[src/rtl/serial_bill_subtractor_pkg.sv]
// Shared types and helpers for the digit-serial bill-amount subtractor.
package bill_pkg;
  localparam int BILL_WIDTH = 13;

  typedef enum logic [1:0] {IDLE, RUN, DONE} state_t;

  function automatic int ncyc(input int width, input int digit);
    return (width + digit - 1) / digit;
  endfunction
endpackage

[src/rtl/serial_bill_subtractor_if.sv]
// Operand/result handshake bundle between the amount calculator and the subtractor.
interface serial_bill_subtractor_if
  import bill_pkg::*;
#(
  parameter int WIDTH = BILL_WIDTH
);
  logic             in_valid;
  logic             in_ready;
  logic [WIDTH-1:0] a;
  logic [WIDTH-1:0] b;
  logic             sat_mode;
  logic             out_valid;
  logic             out_ready;
  logic [WIDTH-1:0] diff;
  logic             borrow;
  logic             zero;

  modport master (
    output in_valid, a, b, sat_mode, out_ready,
    input  in_ready, out_valid, diff, borrow, zero
  );

  modport slave (
    input  in_valid, a, b, sat_mode, out_ready,
    output in_ready, out_valid, diff, borrow, zero
  );
endinterface

[src/rtl/serial_bill_subtractor_digit_sub.sv]
// Combinational DIGIT-bit subtractor built as a ripple of full-subtractor cells.
module digit_sub #(
  parameter int DIGIT = 4
) (
  input  logic [DIGIT-1:0] x,
  input  logic [DIGIT-1:0] y,
  input  logic             bin,
  output logic [DIGIT-1:0] d,
  output logic             bout
);
  logic [DIGIT:0] brw;

  assign brw[0] = bin;

  for (genvar i = 0; i < DIGIT; i++) begin : g_fs
    assign d[i]       = x[i] ^ y[i] ^ brw[i];
    assign brw[i+1]   = (~x[i] & y[i]) | (~(x[i] ^ y[i]) & brw[i]);
  end

  assign bout = brw[DIGIT];
endmodule

[src/rtl/serial_bill_subtractor.sv]
// Digit-serial A - B with borrow register, valid/ready handshake and optional clamp at zero.
module serial_bill_subtractor
  import bill_pkg::*;
#(
  parameter int WIDTH = BILL_WIDTH,
  parameter int DIGIT = 4
) (
  input  logic                     clk,
  input  logic                     rst,
  serial_bill_subtractor_if.slave  bus
);
  localparam int NCYC = ncyc(WIDTH, DIGIT);
  localparam int PW   = NCYC * DIGIT;
  localparam int IDXW = (NCYC > 1) ? $clog2(NCYC) : 1;
  localparam logic [IDXW-1:0] LAST = IDXW'(NCYC - 1);

  state_t           state;
  logic [PW-1:0]    a_r;
  logic [PW-1:0]    b_r;
  logic             sat_r;
  logic             brw;
  logic [IDXW-1:0]  idx;
  logic [WIDTH-1:0] acc;
  logic [WIDTH-1:0] acc_nxt;
  logic [WIDTH-1:0] res;
  logic [DIGIT-1:0] x_s;
  logic [DIGIT-1:0] y_s;
  logic [DIGIT-1:0] d_s;
  logic             bout_s;

  always_comb begin
    x_s = a_r[idx*DIGIT +: DIGIT];
    y_s = b_r[idx*DIGIT +: DIGIT];
  end

  digit_sub #(.DIGIT(DIGIT)) u_digit (
    .x    (x_s),
    .y    (y_s),
    .bin  (brw),
    .d    (d_s),
    .bout (bout_s)
  );

  // Operands are zero-padded above WIDTH, so the top slice's borrow-out equals
  // the borrow out of bit WIDTH-1 and padding result bits are simply dropped.
  always_comb begin
    acc_nxt = acc;
    for (int j = 0; j < WIDTH; j++) begin
      if (j / DIGIT == int'(idx)) acc_nxt[j] = d_s[j % DIGIT];
    end
    res = (sat_r && bout_s) ? '0 : acc_nxt;
  end

  always_ff @(posedge clk) begin
    if (rst) begin
      state         <= IDLE;
      bus.in_ready  <= 1'b1;
      bus.out_valid <= 1'b0;
      bus.diff      <= '0;
      bus.borrow    <= 1'b0;
      bus.zero      <= 1'b0;
      idx           <= '0;
      brw           <= 1'b0;
    end else begin
      case (state)
        IDLE: begin
          if (bus.in_valid) begin
            a_r          <= PW'(bus.a);
            b_r          <= PW'(bus.b);
            sat_r        <= bus.sat_mode;
            brw          <= 1'b0;
            idx          <= '0;
            bus.in_ready <= 1'b0;
            state        <= RUN;
          end
        end
        RUN: begin
          acc <= acc_nxt;
          brw <= bout_s;
          idx <= idx + 1'b1;
          if (idx == LAST) begin
            state         <= DONE;
            bus.out_valid <= 1'b1;
            bus.diff      <= res;
            bus.borrow    <= bout_s;
            bus.zero      <= (res == '0);
          end
        end
        DONE: begin
          if (bus.out_ready) begin
            state         <= IDLE;
            bus.out_valid <= 1'b0;
            bus.in_ready  <= 1'b1;
          end
        end
        default: state <= IDLE;
      endcase
    end
  end
endmodule

[src/flat_wrapper.sv]
// flat-port wrapper written by rule: the top's interface ports become plain ports
module serial_bill_subtractor_flat import bill_pkg::*;
#(
  parameter int WIDTH = BILL_WIDTH,
  parameter int DIGIT = 4
)
  (clk, rst, bus_in_valid, bus_a, bus_b, bus_sat_mode, bus_out_ready, bus_in_ready, bus_out_valid, bus_diff, bus_borrow, bus_zero);
  serial_bill_subtractor_if #(.WIDTH(WIDTH)) bus_i ();
  input  logic clk;
  input  logic rst;
  input wire logic [$bits(bus_i.in_valid)-1:0] bus_in_valid;
  input wire logic [$bits(bus_i.a)-1:0] bus_a;
  input wire logic [$bits(bus_i.b)-1:0] bus_b;
  input wire logic [$bits(bus_i.sat_mode)-1:0] bus_sat_mode;
  input wire logic [$bits(bus_i.out_ready)-1:0] bus_out_ready;
  output wire logic [$bits(bus_i.in_ready)-1:0] bus_in_ready;
  output wire logic [$bits(bus_i.out_valid)-1:0] bus_out_valid;
  output wire logic [$bits(bus_i.diff)-1:0] bus_diff;
  output wire logic [$bits(bus_i.borrow)-1:0] bus_borrow;
  output wire logic [$bits(bus_i.zero)-1:0] bus_zero;
  assign bus_i.in_valid = bus_in_valid;
  assign bus_i.a = bus_a;
  assign bus_i.b = bus_b;
  assign bus_i.sat_mode = bus_sat_mode;
  assign bus_i.out_ready = bus_out_ready;
  assign bus_in_ready = bus_i.in_ready;
  assign bus_out_valid = bus_i.out_valid;
  assign bus_diff = bus_i.diff;
  assign bus_borrow = bus_i.borrow;
  assign bus_zero = bus_i.zero;
  serial_bill_subtractor #(.WIDTH(WIDTH), .DIGIT(DIGIT)) u_core (.clk(clk), .rst(rst), .bus(bus_i));
endmodule
[config.mk]
export PLATFORM = sky130hd
export DESIGN_NAME = serial_bill_subtractor_flat
export DESIGN_NICKNAME = d
export VERILOG_FILES = /design/src/rtl/serial_bill_subtractor_pkg.sv /design/src/rtl/serial_bill_subtractor_if.sv /design/src/rtl/serial_bill_subtractor_digit_sub.sv /design/src/rtl/serial_bill_subtractor.sv /design/src/flat_wrapper.sv
export SDC_FILE = /design/constraint.sdc
export NUM_CORES = 1
export LEC_CHECK = 0
export ABC_AREA = 1
export CAP_MARGIN = 20
export CORE_ASPECT_RATIO = 0.8
export CORE_MARGIN = 3
export CORE_UTILIZATION = 36
export CTS_CLUSTER_SIZE = 10
export DETAILED_ROUTE_END_ITERATION = 10
export GPL_ROUTABILITY_DRIVEN = 0
export SYNTH_ARGS = -nofsm -noshare
export SYNTH_HDL_FRONTEND = slang
export SYNTH_SLANG_ARGS = --single-unit
export TNS_END_PERCENT = 50
[constraint.sdc]
create_clock -name clk -period 6.1 [get_ports clk]
set_clock_uncertainty 0.15 [all_clocks]
set_input_delay 0.915 -clock clk [delete_from_list [all_inputs] [get_ports clk]]
set_output_delay 0.915 -clock clk [all_outputs]
set_load 0.05 [all_outputs]
==> qor.csv, run 1 <==
stage,metric,value,unit
outcome,status,completed,
sta,Setup TNS,0,ns
synth,Gate Count Post-Synth,259,
detailed_routing,Routed WL per cell,13.7,um
pwr,Power Dens Cells,316,nW/um^2
sta,endpoints failing setup,0,
sta,final hold vios,0,
grt,largest net degree at the start of global routing,30,
pwr,Static Leakage,1.34,nW
setup_path,WS Path Type,reg -> reg,
placement,"Cell Area, Placed",3210,um^2
detailed_routing,routed vias,1949,
placement,placed cells,385,
clocking,Sink Count,62,
layout,final instance area,3440,um^2
run,max_cap viols,0,
synth,Seq cells post-synth,62,
synth,post-synthesis compound-gate area fraction,0.127,
setup_path,CP Data Arrival Time,3.76,ns
sta,Worst-Margin Slew,0.558,ns
clocking,CTS root buf,clkbuf_8,
clocking,CTS tree,done,
floorplan,# rows,27,
synth,warnings from Yosys,0,
detailed_routing,Total Wirelength,5.50,mm
pwr,Peak VDD IR,0.137,mV
synth,Synth Area in Adders,0.0488,
detailed_routing,number of routed nets with antenna violations,0,
synth,simple-gate portion of the synthesized area,0.149,
clocking,"Clk Latency, worst-skew pair",0.34,ns
setup_path,Critical Path Source Type,flip-flop,
clocking,Worst-path clk slew,0.07,ns
clocking,# H-tree levels,3,
synth,sequential area share after synthesis,0.615,
placement,DP HPWL,4.01,mm
grt,grt total ovfl,0,
setup_path,"critical path fanouts, max",14,
clocking,Post-CTS Resized,0,
floorplan,io pins,48,
synth,Synth cell types,25,
sta,Final Cycle Share,0.597,
grt,initial antenna violation count,0,
setup_path,endpoint class of the critical path,flip-flop,
synth,mux share of post-synthesis cell area,0,
grt,gr usage total,0.143,
sta,RSZ-0062 raised after global routing,no,
layout,"Cell Count, Final, Fillers Out",401,
synth,Synth Net Count,298,
clocking,Clock Path Buffers,2,
floorplan,Die ar.,8490,um^2
grt,first-pass GRT wire length,9.36,mm
setup_path,Critical Path RT,6.22,ns
layout,share of cells above drive strength 1,0.0701,
detailed_routing,Vias/cell,4.86,
detailed_routing,DRT Pass-1 Iters,5,
floorplan,die height,83.0,um
synth,Mapped Area,2670,um^2
layout,diode count,0,
sta,Max Fclk,275,MHz
floorplan,Initial Utilization,0.380,
min_path,worst min path class,reg -> reg,
grt,vias in the first global route,1987,
floorplan,Core Region,7030,um^2
clocking,Setup Buffers After CTS,0,
synth,synthesized area per cell,10.3,um^2
layout,final net count,348,
synth,main combinational cell family by area after synthesis,simple AND/OR/NAND/NOR gates,
detailed_routing,DRT iter0 DRCs,93,
layout,"Area growth, synth to finish",29.1,%
clocking,hold_buf cts,0,
sta,fin crit period,3.64,ns
synth,Synth Area in XOR/XNOR,0,
sta,Final Max Slew Viols,0,
floorplan,die width,102,um
sta,worst rel slew slack,0.627,
clocking,total CTS buffers,9,
detailed_routing,drc violations,0,
placement,Buffers on Ports,47,
[critical path, stage by stage, from the launching register on]
cell and delay, ns:
dfxtp_1 0.58, inv_1 0.32, nand2_1 0.14, a32o_1 0.18
fa_1 0.18, inv_1 0.05, fa_1 0.37, fa_1 0.37
inv_1 0.07, fa_1 0.20, nand2_1 0.26, nand3_1 0.22
nand2_1 0.07, nor2_1 0.12, nand2_1 0.05, nor2_1 0.11
nor2_1 0.05, nor2_1 0.07
[synth_stat cells]
cell type  number  area [um^2]
nand2_1        49          184
edfxtp_1       40         1200
o21ai_0        28          140
inv_1          26         97.6
dfxtp_1        22          440
nor2_1         21         78.8
a21oi_1        15         75.1
nand3_1        13         65.1
o21a_1          7         52.6
and2_1          5         31.3
buf_2           4         20.0
clkbuf_1        4         15.0
fa_1            4         80.1
ha_1            4         50.1
a2bb2oi_1       3         26.3
a32o_1          3         30.0
buf_6           2         22.5
inv_2           2         7.51
a211oi_1        1         7.51
nand2_2         1         6.26
nand3b_1        1         7.51
nand4_1         1         6.26
nor2_4          1         11.3
o22ai_1         1         6.26
or2_0           1         6.26
[through the flow]
step,utilization,hold slack (ns),setup slack [ns],total power [mW]
2_1_floorplan,-,0.351,2.95,0.614
4_1_cts,0.490,0.313,2.50,1.10
3_5_place_dp,0.457,0.295,2.52,0.673
5_1_grt,0.490,0.326,2.05,1.15
3_3_place_gp,0.457,0.294,2.63,0.670
6_report,0.490,0.309,2.46,1.09
[kinds of logic (layout without fill, tap and decap cells)]
| logic type | count (synthesis) | after routing |
|---|---|---|
| AOI/OAI and AO/OA | 58 | 58 |
| DFF | 62 | 62 |
| buffers and inverters | 38 | 93 |
| and+or+nand+nor | 93 | 93 |
| adders and majority gates | 8 | 8 |
[cell type report]
cell class / count / area, um^2
clock inverter: 7 / 113
inverter: 28 / 105
multi-input combinational: 159 / 867
sequential: 62 / 1640
timing repair buffer: 49 / 485
tap: 87 / 109
fill: 652 / 3580
clock buffer: 9 / 124
[final timing paths]
kind	startpoint	end	slack, ns	cells past startpoint
max	u_core.idx[0]$_SDFFE_PP0P_	u_core.bus.zero$_SDFFE_PP0P_	2.46	17
min	u_core.bus.in_ready$_SDFFE_PP1P_	u_core.bus.in_ready$_SDFFE_PP1P_	0.31	2
max reg2reg	u_core.idx[0]$_SDFFE_PP0P_	u_core.bus.zero$_SDFFE_PP0P_	2.46	17
min reg2reg	u_core.bus.in_ready$_SDFFE_PP1P_	u_core.bus.in_ready$_SDFFE_PP1P_	0.31	2
[layout by cell type (no fill, tap or decap), types with 2 or more instances in the layout]
| master | instances |
|---|---|
| a21oi_1 | 15 |
| a2bb2oi_1 | 3 |
| a32o_1 | 3 |
| and2_1 | 5 |
| buf_4 | 2 |
| bufinv_16 | 3 |
| clkbuf_8 | 9 |
| clkdlybuf4s50_1 | 47 |
| clkinv_2 | 2 |
| dfxtp_1 | 22 |
| edfxtp_1 | 40 |
| fa_1 | 4 |
| ha_1 | 4 |
| inv_1 | 26 |
| inv_2 | 2 |
| nand2_1 | 49 |
| nand3_1 | 13 |
| nor2_1 | 20 |
| o21a_1 | 7 |
| o21ai_0 | 28 |
[sequential cells by signal, indices dropped and copies added, names as in the netlist]
| register | cells |
|---|---|
| u_core.a_r | 13 |
| u_core.acc | 13 |
| u_core.b_r | 13 |
| u_core.brw | 1 |
| u_core.bus.borrow | 1 |
| u_core.bus.diff | 13 |
| u_core.bus.in_ready | 1 |
| u_core.bus.out_valid | 1 |
| u_core.bus.zero | 1 |
| u_core.idx | 2 |
| u_core.sat_r | 1 |
| u_core.state | 2 |
[per-layer routing]
layer / global-route usage / wire length [um]
met1: 0.196 / 2640
met2: 0.211 / 2520
met3: 0.0428 / 252
met4: 0.0572 / 89
met5: 0 / 0
[report_power, final]
group          switching, mW  total [mW]  leakage [nW]  internal, mW
Combinational          0.105       0.177         0.675        0.0718
Sequential            0.0108       0.485         0.548         0.474
Clock                  0.157       0.426         0.121         0.269
No activity file was read; power rests on OpenSTA's default activity.
==> inputs of run 2 (changes only) <==
==> constraint.sdc (replaced) <==
create_clock -name clk -period 3.6 [get_ports clk]
set_clock_uncertainty 0.15 [all_clocks]
set_input_delay 0.54 -clock clk [delete_from_list [all_inputs] [get_ports clk]]
set_output_delay 0.54 -clock clk [all_outputs]
set_load 0.05 [all_outputs]
==> run 2 against run 1 <==
Net effect:
- non-clock buffer count up 2
- count of clock-buffer cells in the layout is 3 higher
- sequential cell count did not move
- critical path type unchanged
==> qor.csv, run 2 (same netlist as run 1, synthesis figures left out) <==
stage,metric,value,unit
sta,Final Max Slew Viols,0,
grt,grt total ovfl,0,
sta,Final Cycle Share,0.893,
setup_path,"Critical Path, Cell by Cell",inv_1 -> o21ai_0 -> o22ai_1 -> fa_1 -> inv_1 -> fa_1 -> fa_1 -> inv_1 -> fa_1 -> nand2_1 -> nand3_1 -> nand2_1 -> nor2_1 -> nand2_1 -> nor2_1 -> nor2_1 -> nor2_1,
detailed_routing,DRT Pass-1 Iters,4,
clocking,Setup Buffers After CTS,0,
setup_path,FF-to-FF End,u_core.bus.zero$_SDFFE_PP0P_,
detailed_routing,number of routed nets with antenna violations,0,
clocking,# H-tree levels,3,
sta,Worst-Margin Slew,0.548,ns
floorplan,io pins,48,
floorplan,Initial Utilization,0.380,
outcome,status,completed,
clocking,Clock Path Buffers,2,
placement,Buffers on Ports,47,
clocking,Post-CTS Resized,0,
setup_path,CP top delay family,adder cells,
setup_path,Critical Path Source Type,flip-flop,
layout,diode count,0,
setup_path,R2R Path Start,u_core.idx[0]$_SDFFE_PP0P_,
layout,most frequent cells in the layout,"nand2_1 (48), clkdlybuf4s50_1 (47), edfxtp_1 (40)",
layout,FF/Latch Area,1640,um^2
detailed_routing,Routed WL per cell,13.3,um
sta,worst rel slew slack,0.634,
floorplan,Die ar.,8490,um^2
min_path,worst min path class,reg -> reg,
grt,gr usage total,0.137,
pwr,Pwr Total,1.78,mW
pwr,Peak VDD IR,0.192,mV
grt,initial antenna violation count,0,
run,max_cap viols,0,
layout,"Area growth, synth to finish",29.0,%
clocking,Sink Count,62,
detailed_routing,drc violations,0,
setup_path,Critical Path RT,3.66,ns
placement,DP HPWL,4.05,mm
setup_path,Buf/Inv on CP,3,
grt,first-pass GRT wire length,8.89,mm
clocking,total CTS buffers,9,
floorplan,die height,83.0,um
layout,"most common cell after layout, fill and taps aside",nand2_1,
floorplan,Core Region,7030,um^2
clocking,"Clk Latency, worst-skew pair",0.33,ns
setup_path,r2r worst-path depth,17,
grt,vias in the first global route,1903,
detailed_routing,DRT iter0 DRCs,80,
layout,fill count,668,
setup_path,end of the critical path,u_core.bus.zero$_SDFFE_PP0P_,
setup_path,"critical path fanouts, max",11,
setup_path,critical path launch point,u_core.idx[0]$_SDFFE_PP0P_,
setup_path,endpoint class of the critical path,flip-flop,
setup_path,max incr delay on CP,0.46,ns
floorplan,# rows,27,
setup_path,highest-delay cell along the critical path,fa_1,
clocking,Worst-path clk slew,0.06,ns
clocking,hold_buf cts,0,
sta,Setup TNS,0,ns
sta,endpoints failing setup,0,
pwr,Power Dens Cells,518,nW/um^2
clocking,CTS root buf,clkbuf_8,
layout,share of cells above drive strength 1,0.0823,
floorplan,die width,102,um
sta,final hold vios,0,
sta,Max Fclk,311,MHz
setup_path,reg2reg setup slack,0.38,ns
layout,Multi-input gate area,872,um^2
sta,fin crit period,3.22,ns
sta,RSZ-0062 raised after global routing,no,
setup_path,WS Path Type,reg -> reg,
clocking,CTS tree,done,
pwr,Static Leakage,1.34,nW
setup_path,Critical Path Stages,17,
grt,largest net degree at the start of global routing,30,
layout,final net count,350,
detailed_routing,routed vias,1901,
detailed_routing,Total Wirelength,5.35,mm
setup_path,CP Data Arrival Time,3.28,ns
detailed_routing,Vias/cell,4.72,
-- run 2: final cells by class --
type                    instances  share of cell area
clock buffers                  12              0.0422
clock inverters                 4              0.0203
inverters                      28              0.0305
multi-input cells             159               0.253
flip-flops and latches         62               0.477
well taps                      87              0.0316
repair buffers                 51               0.145
-- run 2: metal layers --
| metal | wire, um | global-route usage | vias up |
|---|---|---|---|
| li1 | - | - | 981 |
| met1 | 2660 | 0.187 | 883 |
| met2 | 2430 | 0.201 | 32 |
| met3 | 201 | 0.0512 | 5 |
| met4 | 59 | 0.0429 | 0 |
| met5 | 0 | 0 | - |
-- run 2: worst min path at each step --
stage / depth (start not counted) / end / start / slack (ns)
global placement: 2 / u_core.bus.in_ready$_SDFFE_PP1P_ / u_core.bus.in_ready$_SDFFE_PP1P_ / 0.29
CTS: 2 / u_core.bus.in_ready$_SDFFE_PP1P_ / u_core.bus.in_ready$_SDFFE_PP1P_ / 0.31
finish: 2 / u_core.bus.in_ready$_SDFFE_PP1P_ / u_core.bus.in_ready$_SDFFE_PP1P_ / 0.31
global route: 2 / u_core.bus.out_valid$_SDFFE_PP0P_ / u_core.bus.out_valid$_SDFFE_PP0P_ / 0.36
floorplan: 2 / u_core.state[1]$_SDFFE_PP0P_ / u_core.state[1]$_SDFFE_PP0P_ / 0.35
detailed placement: 2 / u_core.bus.in_ready$_SDFFE_PP1P_ / u_core.bus.in_ready$_SDFFE_PP1P_ / 0.30
-- run 2: power breakdown --
group	switching (mW)	leakage, nW	internal, mW
clock	0.249	0.110	0.407
sequential	0.0135	0.548	0.804
combinational	0.182	0.685	0.127
-- run 2: stage by stage --
| step | util | hold slack [ns] | area (um^2) | cells | setup WS (ns) |
|---|---|---|---|---|---|
| 5_1_grt | 0.490 | 0.359 | 3440 | 403 | 0.0730 |
| 3_3_place_gp | 0.459 | 0.295 | 3220 | 387 | 0.335 |
| 2_1_floorplan | - | 0.351 | 2670 | 259 | 0.450 |
| 6_report | 0.490 | 0.306 | 3440 | 403 | 0.384 |
| 4_1_cts | 0.489 | 0.315 | 3440 | 403 | 0.217 |
| 3_5_place_dp | 0.459 | 0.298 | 3220 | 387 | 0.270 |
-- run 2: worst register-to-register path: cells and delay by family (launching register included) --
family,cells,cell delay (ns)
buf+inv,3,0.35
flops,1,0.31
fa+ha+maj,4,1.41
simple gates,8,0.61
compound gates,2,0.29
